File: src/rtl/serial_arith_pkg.sv
// Shared definitions for the serial arithmetic datapath (subtractor and adder).
// Contents:
//   state_e - sequencer state encoding, also used by the serial adder controller.
package serial_arith_pkg;

    typedef enum logic [1:0] {
        ST_IDLE  = 2'd0,
        ST_SHIFT = 2'd1,
        ST_DONE  = 2'd2
    } state_e;

endpackage

File: src/rtl/full_subtractor.sv
// One-bit full subtractor: computes a - b - bin.
// Ports:
//   a, b  in  minuend / subtrahend bits
//   bin   in  borrow in
//   d     out difference bit
//   bout  out borrow out
module full_subtractor (
    input  logic a,
    input  logic b,
    input  logic bin,
    output logic d,
    output logic bout
);

    assign d    = a ^ b ^ bin;
    // A borrow leaves this bit when b exceeds a, or when a == b and a borrow came in.
    assign bout = (~a & b) | (~(a ^ b) & bin);

endmodule

File: src/rtl/serial_subtractor.sv
// Bit-serial subtractor: diff = a - b (mod 2^WIDTH), one bit per clock, LSB first.
// Ports:
//   clk        in   rising-edge clock
//   reset      in   synchronous, active-low reset
//   start      in   operation request, sampled only while idle
//   a, b       in   minuend / subtrahend, captured when start is accepted
//   busy       out  high while bits are being shifted
//   done       out  one-cycle pulse when diff/borrow hold the new result
//   diff       out  registered result
//   borrow     out  registered final borrow (1 when a < b, unsigned)
//   state_dbg  out  current sequencer state
//
// Handshake: start is accepted on any clock edge where the block is idle and
// start is high; a and b are captured on that same edge. Starts seen while
// busy or while done is high are dropped, not queued. After acceptance busy
// stays high for WIDTH cycles, then done pulses for one cycle, and diff/borrow
// stay stable from that pulse until the next accepted start.
module serial_subtractor
    import serial_arith_pkg::*;
#(
    parameter int WIDTH = 4
) (
    input  logic             clk,
    input  logic             reset,
    input  logic             start,
    input  logic [WIDTH-1:0] a,
    input  logic [WIDTH-1:0] b,
    output logic             busy,
    output logic             done,
    output logic [WIDTH-1:0] diff,
    output logic             borrow,
    output state_e           state_dbg
);

    localparam int CNT_W = $clog2(WIDTH + 1);

    state_e           state;
    state_e           state_next;
    logic [WIDTH-1:0] op_a;
    logic [WIDTH-1:0] op_b;
    logic             br_q;
    logic [CNT_W-1:0] cnt;
    logic             last_bit;
    logic             d_bit;
    logic             bo_bit;

    full_subtractor u_fs (
        .a    (op_a[0]),
        .b    (op_b[0]),
        .bin  (br_q),
        .d    (d_bit),
        .bout (bo_bit)
    );

    assign last_bit  = (cnt == CNT_W'(WIDTH - 1));
    assign state_dbg = state;

    always_comb begin
        state_next = state;
        case (state)
            ST_IDLE:  if (start)    state_next = ST_SHIFT;
            ST_SHIFT: if (last_bit) state_next = ST_DONE;
            ST_DONE:                state_next = ST_IDLE;
            default:                state_next = ST_IDLE;
        endcase
    end

    always_ff @(posedge clk) begin
        if (!reset) begin
            state  <= ST_IDLE;
            op_a   <= '0;
            op_b   <= '0;
            br_q   <= 1'b0;
            cnt    <= '0;
            diff   <= '0;
            borrow <= 1'b0;
            busy   <= 1'b0;
            done   <= 1'b0;
        end else begin
            state <= state_next;
            // busy/done are registered from the next state so they line up
            // exactly with the state they describe.
            busy  <= (state_next == ST_SHIFT);
            done  <= (state_next == ST_DONE);
            case (state)
                ST_IDLE: begin
                    if (start) begin
                        op_a   <= a;
                        op_b   <= b;
                        br_q   <= 1'b0;
                        cnt    <= '0;
                        diff   <= '0;
                        borrow <= 1'b0;
                    end
                end
                ST_SHIFT: begin
                    op_a <= op_a >> 1;
                    op_b <= op_b >> 1;
                    // Result enters at the MSB so after WIDTH shifts bit 0 is the LSB.
                    diff <= {d_bit, diff[WIDTH-1:1]};
                    br_q <= bo_bit;
                    cnt  <= cnt + CNT_W'(1);
                    if (last_bit) begin
                        borrow <= bo_bit;
                    end
                end
                default: begin
                end
            endcase
        end
    end

endmodule

File: config.mk
export PLATFORM = sky130hd
export DESIGN_NAME = serial_subtractor
export DESIGN_NICKNAME = d
export VERILOG_FILES = /design/src/rtl/serial_arith_pkg.sv /design/src/rtl/full_subtractor.sv /design/src/rtl/serial_subtractor.sv
export SDC_FILE = /design/constraint.sdc
export NUM_CORES = 1
export LEC_CHECK = 0
export ABC_CLOCK_PERIOD_IN_PS = 1450
export CORE_AREA = 2 2 47 49
export CTS_CLUSTER_DIAMETER = 50
export CTS_CLUSTER_SIZE = 24
export DETAILED_ROUTE_END_ITERATION = 8
export DIE_AREA = 0 0 49 51
export PLACE_DENSITY = 0.73
export SYNTH_ARGS = -nofsm -noshare
export SYNTH_HDL_FRONTEND = slang
export SYNTH_SLANG_ARGS = --single-unit
File: constraint.sdc
create_clock -name clk -period 1.45 [get_ports clk]
set_clock_uncertainty 0.05 [all_clocks]
set_input_delay 0.29 -clock clk [delete_from_list [all_inputs] [get_ports clk]]
set_output_delay 0.29 -clock clk [all_outputs]
set_load 0.005 [all_outputs]
==> impl_metrics.env <==
export IMPL_initial_core_util_pct=43.24
export IMPL_power_net_switching_uw=249.2
export IMPL_synthAdderAreaFrac_pct=5.049
export IMPL_path_class="flip-flop to flip-flop"
export IMPL_power_leakage_nw=0.5831
export IMPL_cts_buffer_depth=2
export IMPL_dieArea_um2=2499
export IMPL_synth_cells=86
export IMPL_clkPwrFrac_pct=25.5
export IMPL_num_vias=700
export IMPL_hold_path_end="op_b[2]"
export IMPL_stdcell_count=143
export IMPL_coreArea_um2=2063
export IMPL_final_area_um2=1212
export IMPL_cp_end_kind="flip-flop"
export IMPL_synth_most_common_cell="dfxtp_1"
export IMPL_cp_data_arrival_time_ps=1500
export IMPL_crit_required_ps=1600
export IMPL_die_x_um=49
export IMPL_grt_overflow_total=0
export IMPL_drt_total_wl_um=1693
export IMPL_finalNetCount=130
export IMPL_drv_cap=0
export IMPL_grt_usage_pct=14.88
export IMPL_dp_slack_ps=-70.19
export IMPL_synth_seq_area_share_pct=47.12
export IMPL_start_kind="flip-flop"
export IMPL_placed_area_um2=1141
export IMPL_power_frac_comb_pct=15.8
export IMPL_r2r_start="state_dbg[1]"
export IMPL_netlist_top_cells_area="dfxtp_1 (47%), nor2b_1 (7.0%), mux2i_1 (6.7%)"
export IMPL_synthMuxAreaShare_pct=6.732
export IMPL_cts_htree_levels=1
export IMPL_synth_nets=100
export IMPL_hold_ws_ps=459.0
export IMPL_drt_iter0_drc=8
export IMPL_die_height_um=51
export IMPL_rsz0062_at_grt="no"
export IMPL_crit_fanout=9
export IMPL_synth_common_cells="dfxtp_1 (21), nor2b_1 (10), nand2_1 (8)"
export IMPL_p_int_uw=809.1
export IMPL_max_freq_ghz=0.7364
export IMPL_path_clk_slew_ps=110
export IMPL_min_period_over_period_pct=93.66
export IMPL_ant_nets=0
export IMPL_row_count=17
export IMPL_synth_area_um2=892.1
export IMPL_synthArstFlopShare_pct=0
export IMPL_gp_congestion=0.7355
export IMPL_antenna_cells=0
export IMPL_clkLatencyLatePin_ps=290
export IMPL_synth_compound_area_share_pct=17.39
export IMPL_area_growth_pct=35.90
export IMPL_slew_violations=0
export IMPL_rrSetupSlack_ps=90
export IMPL_worst_slack_ps=91.99
export IMPL_layout_drive_gt1_share_pct=19.13
export IMPL_swShare_pct=23.55
export IMPL_dr_pass1_iters=4
export IMPL_grt_pass1_wl_um=2877
export IMPL_yosysWarnings=0
export IMPL_viasPerCell=4.895
export IMPL_grt_pass1_vias=704
export IMPL_reg2regPathDepth=6
export IMPL_grt_max_degree=22
export IMPL_min_from="op_b[2]"
export IMPL_dp_cells=134
export IMPL_synth_xor_area_share_pct=0
export IMPL_max_vdd_ir_drop_v=0.0005490
export IMPL_power_frac_seq_pct=58.6
export IMPL_synth_top_family_by_area="simple AND/OR/NAND/NOR gates"
export IMPL_status="finished, final reports clean"
export IMPL_min_period_ps=1358
export IMPL_hp_class="flip-flop to flip-flop"
export IMPL_r2r_end="diff[3]"
export IMPL_worstMarginPinSlew_ps=261.8
export IMPL_clock_sinks=21
export IMPL_fillers=200
export IMPL_max_slew_margin_pct=82.51
export IMPL_root_buffer="clkbuf_4"
export IMPL_ys_flop_type="dfxtp_1"
export IMPL_ys_seq_elements=21
export IMPL_antenna_found_initial=0
export IMPL_setup_violations=0
export IMPL_cts_made_buffers=3
export IMPL_hold_violations=0
export IMPL_synth_top_cell_area_share_pct=47.12
export IMPL_powerDensity_nw_per_um2=872.9
export IMPL_yosys_area_share_simple_pct=19.07
export IMPL_drc=0
export IMPL_synth_edff_count=0
export IMPL_cts_tree="yes"
export IMPL_synth_largest_area_cell="dfxtp_1"
export IMPL_hold_depth=1
export IMPL_port_buffers=19
export IMPL_dp_hpwl_um=1203
export IMPL_wire_per_inst_um=11.84
export IMPL_syn_area_per_cell_um2=10.37
export IMPL_io_pins=20
export IMPL_ys_types=27
## sequential cells by signal, summed over array words and instances (netlist names)
signal / flops
br_q: 1
state_dbg: 2
op_a: 4
done: 1
busy: 1
cnt: 3
diff: 4
op_b: 4
borrow: 1
## cells in the final DEF, fill, tap and decap left out
cell type,instances
o22ai_1,1
nand2_1,8
a21oi_1,1
inv_1,2
nor2b_1,10
o211a_1,4
o21bai_1,1
and2b_1,1
buf_4,10
mux2i_1,6
nand2b_1,1
nor2_1,1
and2_1,2
o21ba_4,1
nor3b_1,1
a31oi_1,1
fa_1,1
a22oi_1,7
and3b_1,1
clkdlybuf4s50_1,10
ha_1,2
o221a_1,1
o2bb2ai_1,1
buf_12,1
dlygate4sd2_1,8
clkbuf_4,3
and3_1,5
clkbuf_1,1
a21boi_1,1
dlymetal6s2s_1,1
dfxtp_2,7
dfxtp_1,14
## repair_timing
action                     4_1_cts  5_1_grt
hold buffers                     0        0
resized for setup               15        2
hold endpoints to repair         0        0
setup buffers                    5        0
gates cloned                     0        0
setup endpoints to repair        8        2
## through the flow
stage          utilization [%]  TNS (ps)  power, mW
6_report                 58.76         0      1.058
5_1_grt                  58.76         0      1.118
4_1_cts                  58.34         0      1.069
3_5_place_dp             55.31    -449.2     0.7992
3_3_place_gp             55.31    -262.6     0.7961
2_1_floorplan                -         0     0.7300
## routing by layer
metal	global-route usage [%]	vias to the layer above	wire length, um	share of wire, %
met5	0	-	0	0
met4	5.714	0	14	0.83
met3	2.632	2	52	3.1
met2	28.31	11	866	51
met1	16.45	325	760	45
li1	-	362	-	-
## power by group through the flow
stage | clock (mW) | sequential [mW] | combinational, mW
detailed placement | 0 | 0.635 | 0.165
global placement | 0 | 0.633 | 0.163
CTS | 0.282 | 0.621 | 0.166
global route | 0.310 | 0.624 | 0.184
finish | 0.270 | 0.621 | 0.167
floorplan | 0 | 0.633 | 0.0968
## critical path, cell delays in order, from the launching register on
cell and delay (ps):
dfxtp_2 340, buf_4 130, buf_4 140, o21bai_1 160
buf_4 180, o2bb2ai_1 120, and2_1 140
## layout make-up
| class | count | area [um2] | area share, % |
|---|---|---|---|
| clock buffers | 4 | 26.28 | 2.167 |
| repair buffers | 30 | 277.8 | 22.91 |
| multi-input cells | 58 | 436.7 | 36.02 |
| well taps | 28 | 35.03 | 2.890 |
| inverters | 2 | 7.507 | 0.6192 |
| flip-flops and latches | 21 | 429.2 | 35.40 |
## logic make-up after synthesis
group / Yosys count
buffers and inverters: 7
muxes: 6
adders and majority gates: 3
DFF: 21
and+or+nand+nor: 30
AOI/OAI and AO/OA: 19
## how the worst max path moves through the flow
stage / slack, ps / end / cells after the start / from
after detailed placement: -70 / diff[0] / 5 / start
after floorplan: 220 / borrow / 4 / br_q
final: 90 / diff[3] / 6 / state_dbg[1]
after global placement: -50 / cnt[2] / 4 / start
after CTS: 4 / done / 1 / done
after global routing: 10 / borrow / 5 / cnt[0]
Note: power is estimated with default switching activity, not from simulation.
